--- src/rtl/fetch_iq.sv ---
// Fetch stage: issues one-outstanding instruction-memory reads and buffers the returned
// words in a DEPTH-entry queue drained by decode; redirects flush and drop in-flight data.
module fetch_iq #(
  parameter logic [31:0] RESET_PC = 32'h1eceb000,
  parameter int          DEPTH    = 4
) (
  input  logic                       clk,
  input  logic                       rst,
  output logic [31:0]                imem_addr,
  output logic [3:0]                 imem_rmask,
  input  logic [31:0]                imem_rdata,
  input  logic                       imem_resp,
  input  logic                       redirect,
  input  logic [31:0]                redirect_pc,
  input  logic                       deq_ready,
  output logic                       deq_valid,
  output logic [31:0]                deq_instr,
  output logic [31:0]                deq_pc,
  output logic [31:0]                deq_pc_next,
  output logic [$clog2(DEPTH+1)-1:0] iq_count
);

  localparam int PTR_W = $clog2(DEPTH);
  localparam int CNT_W = $clog2(DEPTH + 1);
  localparam logic [CNT_W-1:0] FULL  = CNT_W'(DEPTH);
  localparam logic [CNT_W-1:0] SPARE = CNT_W'(DEPTH - 1);

  typedef enum logic [1:0] {IDLE, WAIT, DISCARD} state_t;

  state_t           state;
  logic [31:0]      fetch_pc;
  logic [31:0]      req_pc;
  logic [PTR_W-1:0] rd_ptr;
  logic [PTR_W-1:0] wr_ptr;
  logic [CNT_W-1:0] count;
  logic [31:0]      instr_q [DEPTH];
  logic [31:0]      pc_q    [DEPTH];
  logic             issue;
  logic             enq;
  logic             pop;

  // A request from WAIT must leave room for the response that is arriving now,
  // so enqueue can never overflow the queue.
  always_comb begin
    // NOTE: default first so every path assigns issue and no latch is inferred.
    issue = 1'b0;
    if (!rst && !redirect) begin
      case (state)
        IDLE:    issue = (count < FULL);
        WAIT:    issue = imem_resp && (count < SPARE);
        DISCARD: issue = imem_resp;
        default: issue = 1'b0;
      endcase
    end
  end

  assign enq = !redirect && imem_resp && (state == WAIT);
  assign pop = !redirect && deq_valid && deq_ready;

  assign imem_addr  = fetch_pc;
  assign imem_rmask = issue ? 4'hF : 4'h0;

  assign deq_valid   = (count != '0);
  assign deq_instr   = deq_valid ? instr_q[rd_ptr] : '0;
  assign deq_pc      = deq_valid ? pc_q[rd_ptr] : '0;
  assign deq_pc_next = deq_valid ? pc_q[rd_ptr] + 32'd4 : '0;
  assign iq_count    = count;

  // NOTE: non-blocking assignments throughout so every register samples pre-edge values.
  always_ff @(posedge clk or posedge rst) begin
    if (rst) begin
      state    <= IDLE;
      fetch_pc <= RESET_PC;
      req_pc   <= RESET_PC;
      rd_ptr   <= '0;
      wr_ptr   <= '0;
      count    <= '0;
    end else if (redirect) begin
      fetch_pc <= redirect_pc;
      wr_ptr   <= rd_ptr;
      count    <= '0;
      // An outstanding request whose data has not yet arrived must be drained and dropped.
      if (imem_resp || state == IDLE) state <= IDLE;
      else                            state <= DISCARD;
    end else begin
      if (enq) wr_ptr <= wr_ptr + PTR_W'(1);
      if (pop) rd_ptr <= rd_ptr + PTR_W'(1);
      if (enq && !pop)      count <= count + CNT_W'(1);
      else if (pop && !enq) count <= count - CNT_W'(1);
      if (issue) begin
        req_pc   <= fetch_pc;
        fetch_pc <= fetch_pc + 32'd4;
        state    <= WAIT;
      end else if (state == WAIT && imem_resp) begin
        state <= IDLE;
      end
    end
  end

  // NOTE: queue storage is not reset; entries are only visible once count covers them.
  always_ff @(posedge clk) begin
    if (enq) begin
      instr_q[wr_ptr] <= imem_rdata;
      pc_q[wr_ptr]    <= req_pc;
    end
  end

endmodule

--- config.mk ---
export PLATFORM = sky130hd
export DESIGN_NAME = fetch_iq
export DESIGN_NICKNAME = d
export VERILOG_FILES = /design/src/rtl/fetch_iq.sv
export SDC_FILE = /design/constraint.sdc
export NUM_CORES = 1
export LEC_CHECK = 0
export ABC_CLOCK_PERIOD_IN_PS = 7200
export CAP_MARGIN = 40
export CORE_MARGIN = 2
export CORE_UTILIZATION = 25
export CTS_CLUSTER_DIAMETER = 60
export DETAILED_ROUTE_END_ITERATION = 6
export SYNTH_ARGS = -nofsm -noshare
export SYNTH_HDL_FRONTEND = slang
export SYNTH_SLANG_ARGS = --single-unit
--- constraint.sdc ---
create_clock -name clk -period 7.2 [get_ports clk]
set_clock_uncertainty 0.05 [all_clocks]
set_input_delay 1.44 -clock clk [delete_from_list [all_inputs] [get_ports clk]]
set_output_delay 1.44 -clock clk [all_outputs]
set_load 0.005 [all_outputs]
# Word-level counts from Yosys, hierarchy flattened
# Memory sizes are Yosys's and may differ from the RTL's.
# Index checks and enable logic that the tools add are counted.
# W data, S select, Z words.
# classes
add_sub_neg,6
n_lt_le_gt_ge,2
n_eq_ne,2
mux,19
n_bitwise,1
reduce_logical,22
# op_table
operator,count
$mux W32,5
$add A32 B3 Y32 const B,2
$mux W2,6
$logic_and A1 B1 Y1,9
$mux W3,3
$reduce_bool A3 Y1,3
$add A2 B1 Y2 const B,2
$logic_not A1 Y1,4
$mux W4,1
$reduce_and A2 Y1,2
$reduce_bool A2 Y1,2
$add A3 B1 Y3 const B,1
$lt A3 B2 Y1 const B,1
$lt A3 B3 Y1 const B,1
$mux W1,3
$pmux W1 S3,1
$sub A3 B1 Y3 const B,1
$eq A2 B1 Y1 const B,1
$eq A2 B2 Y1 const B,1
$logic_not A2 Y1,1
$logic_or A1 B1 Y1,1
$not A1 Y1,1
# totals
register_bits,73
mem_bits_rw,256
input_bits,69
out_inout_bits,136
word_cells,60
n_memories,2
# mem_list
memory,words,word_bits,read_ports,rd_clocked_by_memory_dff,write_ports,line,text
instr_q,4,32,1,0,1,36,logic [31:0] instr_q [DEPTH];
pc_q,4,32,1,0,1,37,logic [31:0] pc_q [DEPTH];

# Logic depth before layout (Yosys ltp)
# logic_depth
word_depth,8
mapped_depth,10
ltp_nobuf,9

# Least setup slack after synthesis
# OpenSTA, ideal clock, no wires.
# synth_timing
kind,input-to-output
start,input port rst
end,output port imem_rmask[0]
t_arrival_ns,4.306
path_slack_ns,1.404
stages,5
n_path_buf,2
cell_sequence,inv_1 nand3_1 inv_1 clkbuf_1 buf_4
# synth_via
elab_chain_cells,4
# synth_rtl
item,line,text
"start, declared",8,"input logic rst,"
$logic_not A1 Y1 (no source line),-,
$logic_and A1 B1 Y1,47,if (!rst && !redirect) begin
$mux W1,47,
named net issue,38,logic issue;
$mux W4,61,assign imem_rmask = issue ? 4'hF : 4'h0;
"end, declared",10,"output logic [3:0] imem_rmask,"
# The timed path passes the listed nets, and every way through them passes these cells.

# Final worst setup path
# layout_timing
start,register rd_ptr[0]
end,output port deq_pc_next[30]
# layout_via
elab_chain_cells,3
# layout_rtl
item,line,text
"start, declared",33,logic [PTR_W-1:0] rd_ptr;
"start signal, assigned",87,if (pop) rd_ptr <= rd_ptr + PTR_W'(1);
$mem_v2 Z4 W32,-,
$add A32 B3 Y32,66,assign deq_pc_next = deq_valid ? pc_q[rd_ptr] + 32'd4 : '0;
$mux W32,66,
"end, declared",19,"output logic [31:0] deq_pc_next,"
# Every way passes these cells.

==> impl_metrics.ini <==
[global_route]
grt_overflow = 0
track_usage_pct = 12.7
met1_usage_pct = 17.9
busiest_layer = met2
grt_pass1_vias = 8666
grt_first_pass_wirelength_um = 56900
antenna_found_initial = 1
grt_use_met2_pct = 19.8
grt_max_degree = 63
met3_usage_pct = 2.92

[die]
initial_core_util_pct = 25.3
die_area_sq_um = 59100
die_y_um = 243
io_pins = 205
num_rows = 87
core_area_sq_um = 56400
die_w_um = 243

[clocking]
cts.repair.resized = 0
clock_latency_ns = 0.51
clock-sinks = 329
clk_pin_slew_ns = 0.06
clockBufferDepth = 3
root_buffer = clkbuf_16
cts_setup_buffers = 0
cts_tree = done
cts_htree_levels = 2
hold_buffers = 0
numCtsBuffers = 37

[critical_path]
rr_startpoint = imem_addr[2]
r2r_slack_ns = 4.21
crit_fanout = 32
r2r-end = imem_addr[20]
cp-start-kind = register
required_ns = 5.71
endpoint_kind = output pin
setup.worst_path.end = deq_pc_next[30]
arrival_ns = 4.30
crit_start = rd_ptr[0]
r2r_cells = 6
critPathKind = reg2out

[min_path]
holdCritStartpoint = req_pc[2]
hp-class = reg2reg

[drt]
routed_wl_um = 37700
drc_errors = 0
routedWlPerCell_um = 20.0
ant_nets = 0
vias_per_cell = 4.52
num_vias = 8527
dr.pass1.iters = 7
drt_iter0_drc = 616

[layout]
fin_util_pct = 32.4
nets = 1180
antenna_cells = 0
syn_to_final_growth_pct = 28.1
drive_gt1_share_pct = 18.1

[yosys]
synth_edf_count = 256
yosysSeqAreaShare_pct = 66.8
yosysUniqueCellTypes = 58
avgSynthCellArea_sq_um = 15.9
async_reset_ff_share_pct = 22.2
ys_ff_latch = 329
ys_warn_count = 0
syn_inst = 896
synth_area_sq_um = 14300
ys.flop_type = edfxtp_1
syn_nets = 972

[timing]
hold_viol = 0
fin_tns_setup_ns = 0
slew_violations = 0
tightest_slew_ns = 0.863
clock.fmax_mhz = 173
finalCritPeriodShare_pct = 80.4
rsz0062_at_grt = no
timing.slew.headroom_pct = 42.0
holdWs_ns = 0.471
fin_crit_ns = 5.79
finalSetupViolations = 0

[power_and_ir_drop]
p_per_area_nw_per_um2 = 376
p_sw_mw = 2.20
p_sw_share_pct = 32.0
combPwrFrac_pct = 37.3
sequentialPowerShare_pct = 38.0
clockPowerShare_pct = 24.6
ir_worst_vdd_v = 0.000195
p_int_mw = 4.68
power.leakage_nw = 6.09

[job]
drv_cap = 0

[place]
hpwl_um = 26400
place.port_buffers = 204
gp_congestion = 0.779

[run_status]
status = finished clean
flip-flops by register name, summed over array words and instances, names as in the netlist:
signal     cells
wr_ptr         2
iq_count       3
instr_q      128
rd_ptr         2
imem_addr     32
req_pc        32
state          2
pc_q         128
stage by stage:
stage                     setup slack (ns)  instance area [sq um]  power, mW  cells
after global routing                  1.12                  18300       7.28   1885
after global placement                1.82                  17100       5.23   1815
after detailed placement              1.87                  17200       5.30   1821
after CTS                             1.30                  18300       7.01   1885
after floorplan                       1.40                  14300       3.86    896
final                                 1.41                  18300       6.88   1885
synthesized netlist by cell type (2+ instances only):
| master | instances | area (sq um) |
|---|---|---|
| o21ai_0 | 23 | 115 |
| mux2_2 | 45 | 507 |
| buf_12 | 2 | 40.0 |
| buf_2 | 6 | 30.0 |
| a21oi_1 | 12 | 60.1 |
| edfxtp_1 | 256 | 7690 |
| or3_1 | 10 | 62.6 |
| and4_1 | 4 | 35.0 |
| nor3_1 | 15 | 75.1 |
| mux4_1 | 14 | 368 |
| a211o_1 | 5 | 43.8 |
| nand4_2 | 2 | 25.0 |
| nand4_1 | 11 | 68.8 |
| nor4b_1 | 7 | 61.3 |
| o31ai_1 | 5 | 37.5 |
| o211ai_1 | 2 | 15.0 |
| buf_4 | 6 | 45.0 |
| nand3_1 | 23 | 115 |
| o32ai_1 | 2 | 17.5 |
| mux4_2 | 50 | 1130 |
| xnor2_1 | 24 | 210 |
| nand2_1 | 53 | 199 |
| or4_1 | 4 | 30.0 |
| o311ai_0 | 2 | 17.5 |
| dfrtp_1 | 49 | 1230 |
| a31o_2 | 2 | 17.5 |
| dfstp_2 | 24 | 631 |
| ha_1 | 6 | 75.1 |
| nor4_1 | 13 | 81.3 |
| and2_1 | 68 | 425 |
| nor2b_1 | 3 | 18.8 |
| inv_1 | 21 | 78.8 |
| and3_1 | 10 | 62.6 |
| nor4_2 | 2 | 25.0 |
| nor2_1 | 50 | 188 |
| xor2_1 | 5 | 43.8 |
| mux2i_1 | 2 | 20.0 |
| a31oi_1 | 6 | 37.5 |
| clkbuf_1 | 26 | 97.6 |
| buf_1 | 2 | 7.51 |
| a311o_1 | 2 | 20.0 |
| buf_6 | 6 | 67.6 |
placed cells by master, fill, tap and decap left out, drive strengths merged, types with 3 or more instances in the layout:
cell | synthesis | final
edfxtp | 256 | 256
clkdlybuf4s50 | 0 | 203
and2 | 68 | 68
mux4 | 64 | 64
nand2 | 53 | 53
nor2 | 50 | 50
dfrtp | 49 | 49
mux2 | 46 | 46
clkbuf | 27 | 41
xnor2 | 24 | 24
dfstp | 24 | 24
nand3 | 23 | 23
o21ai | 23 | 23
inv | 21 | 22
clkinv | 0 | 19
nor3 | 15 | 15
nor4 | 15 | 15
buf | 22 | 15
nand4 | 14 | 14
a21oi | 12 | 12
and3 | 10 | 10
or3 | 10 | 10
nor4b | 7 | 7
a31oi | 6 | 6
ha | 6 | 6
o31ai | 5 | 5
xor2 | 5 | 5
a211o | 5 | 5
or4 | 5 | 5
and4 | 4 | 4
nor2b | 3 | 3
clkinvlp | 0 | 3
critical path, stage by stage (launching register included):
cell and delay [ns]:
dfrtp_4 0.76, buf_4 0.64, mux4_2 0.47, nand3_1 0.23, or3_1 0.36, nor3_1 0.47
mux2_2 0.40, clkdlybuf4s50_1 0.44
worst min path at each step:
stage             endpoint  slack (ns)  depth (start not counted)
2_1_floorplan  pc_q[0][31]        0.42                          0
3_3_place_gp    pc_q[1][4]        0.45                          0
3_5_place_dp    pc_q[1][2]        0.46                          0
4_1_cts         pc_q[1][2]        0.47                          0
5_1_grt        pc_q[2][24]        0.49                          0
6_report        pc_q[1][2]        0.47                          0
power by group through the flow:
stage / Clock (mW) / Combinational [mW] / Sequential, mW
6_report: 1.69 / 2.57 / 2.62
3_3_place_gp: 0 / 2.59 / 2.65
3_5_place_dp: 0 / 2.64 / 2.66
5_1_grt: 1.83 / 2.79 / 2.66
2_1_floorplan: 0 / 1.38 / 2.48
4_1_cts: 1.74 / 2.64 / 2.62
area by class of cell:
type / count / area [sq um]
fillers: 5579 / 38100
inverters: 21 / 78.8
multi-input cells: 497 / 4380
flip-flops and latches: 329 / 9550
clock buffers: 41 / 951
clock inverters: 23 / 129
repair buffers: 218 / 2250
well taps: 756 / 946
layer usage:
metal  vias up  part of all wire [%]
met3        45                   7.5
met2       309                    45
li1       3879                     -
met5         -                     0
met4         0                   2.0
met1      4294                    45
logic make-up (layout without fill, tap and decap cells):
| logic type | after synthesis | count (layout) | share of synthesized area [%] |
|---|---|---|---|
| mux | 112 | 112 | 14.2 |
| compound gates | 65 | 65 | 2.93 |
| simple gates | 284 | 284 | 11.0 |
| xor+xnor | 29 | 29 | 1.78 |
| flops | 329 | 329 | 66.8 |
| fa+ha+maj | 7 | 7 | 0.666 |
| buf+inv | 70 | 303 | 2.60 |
No activity file was read; power rests on OpenSTA's default activity.
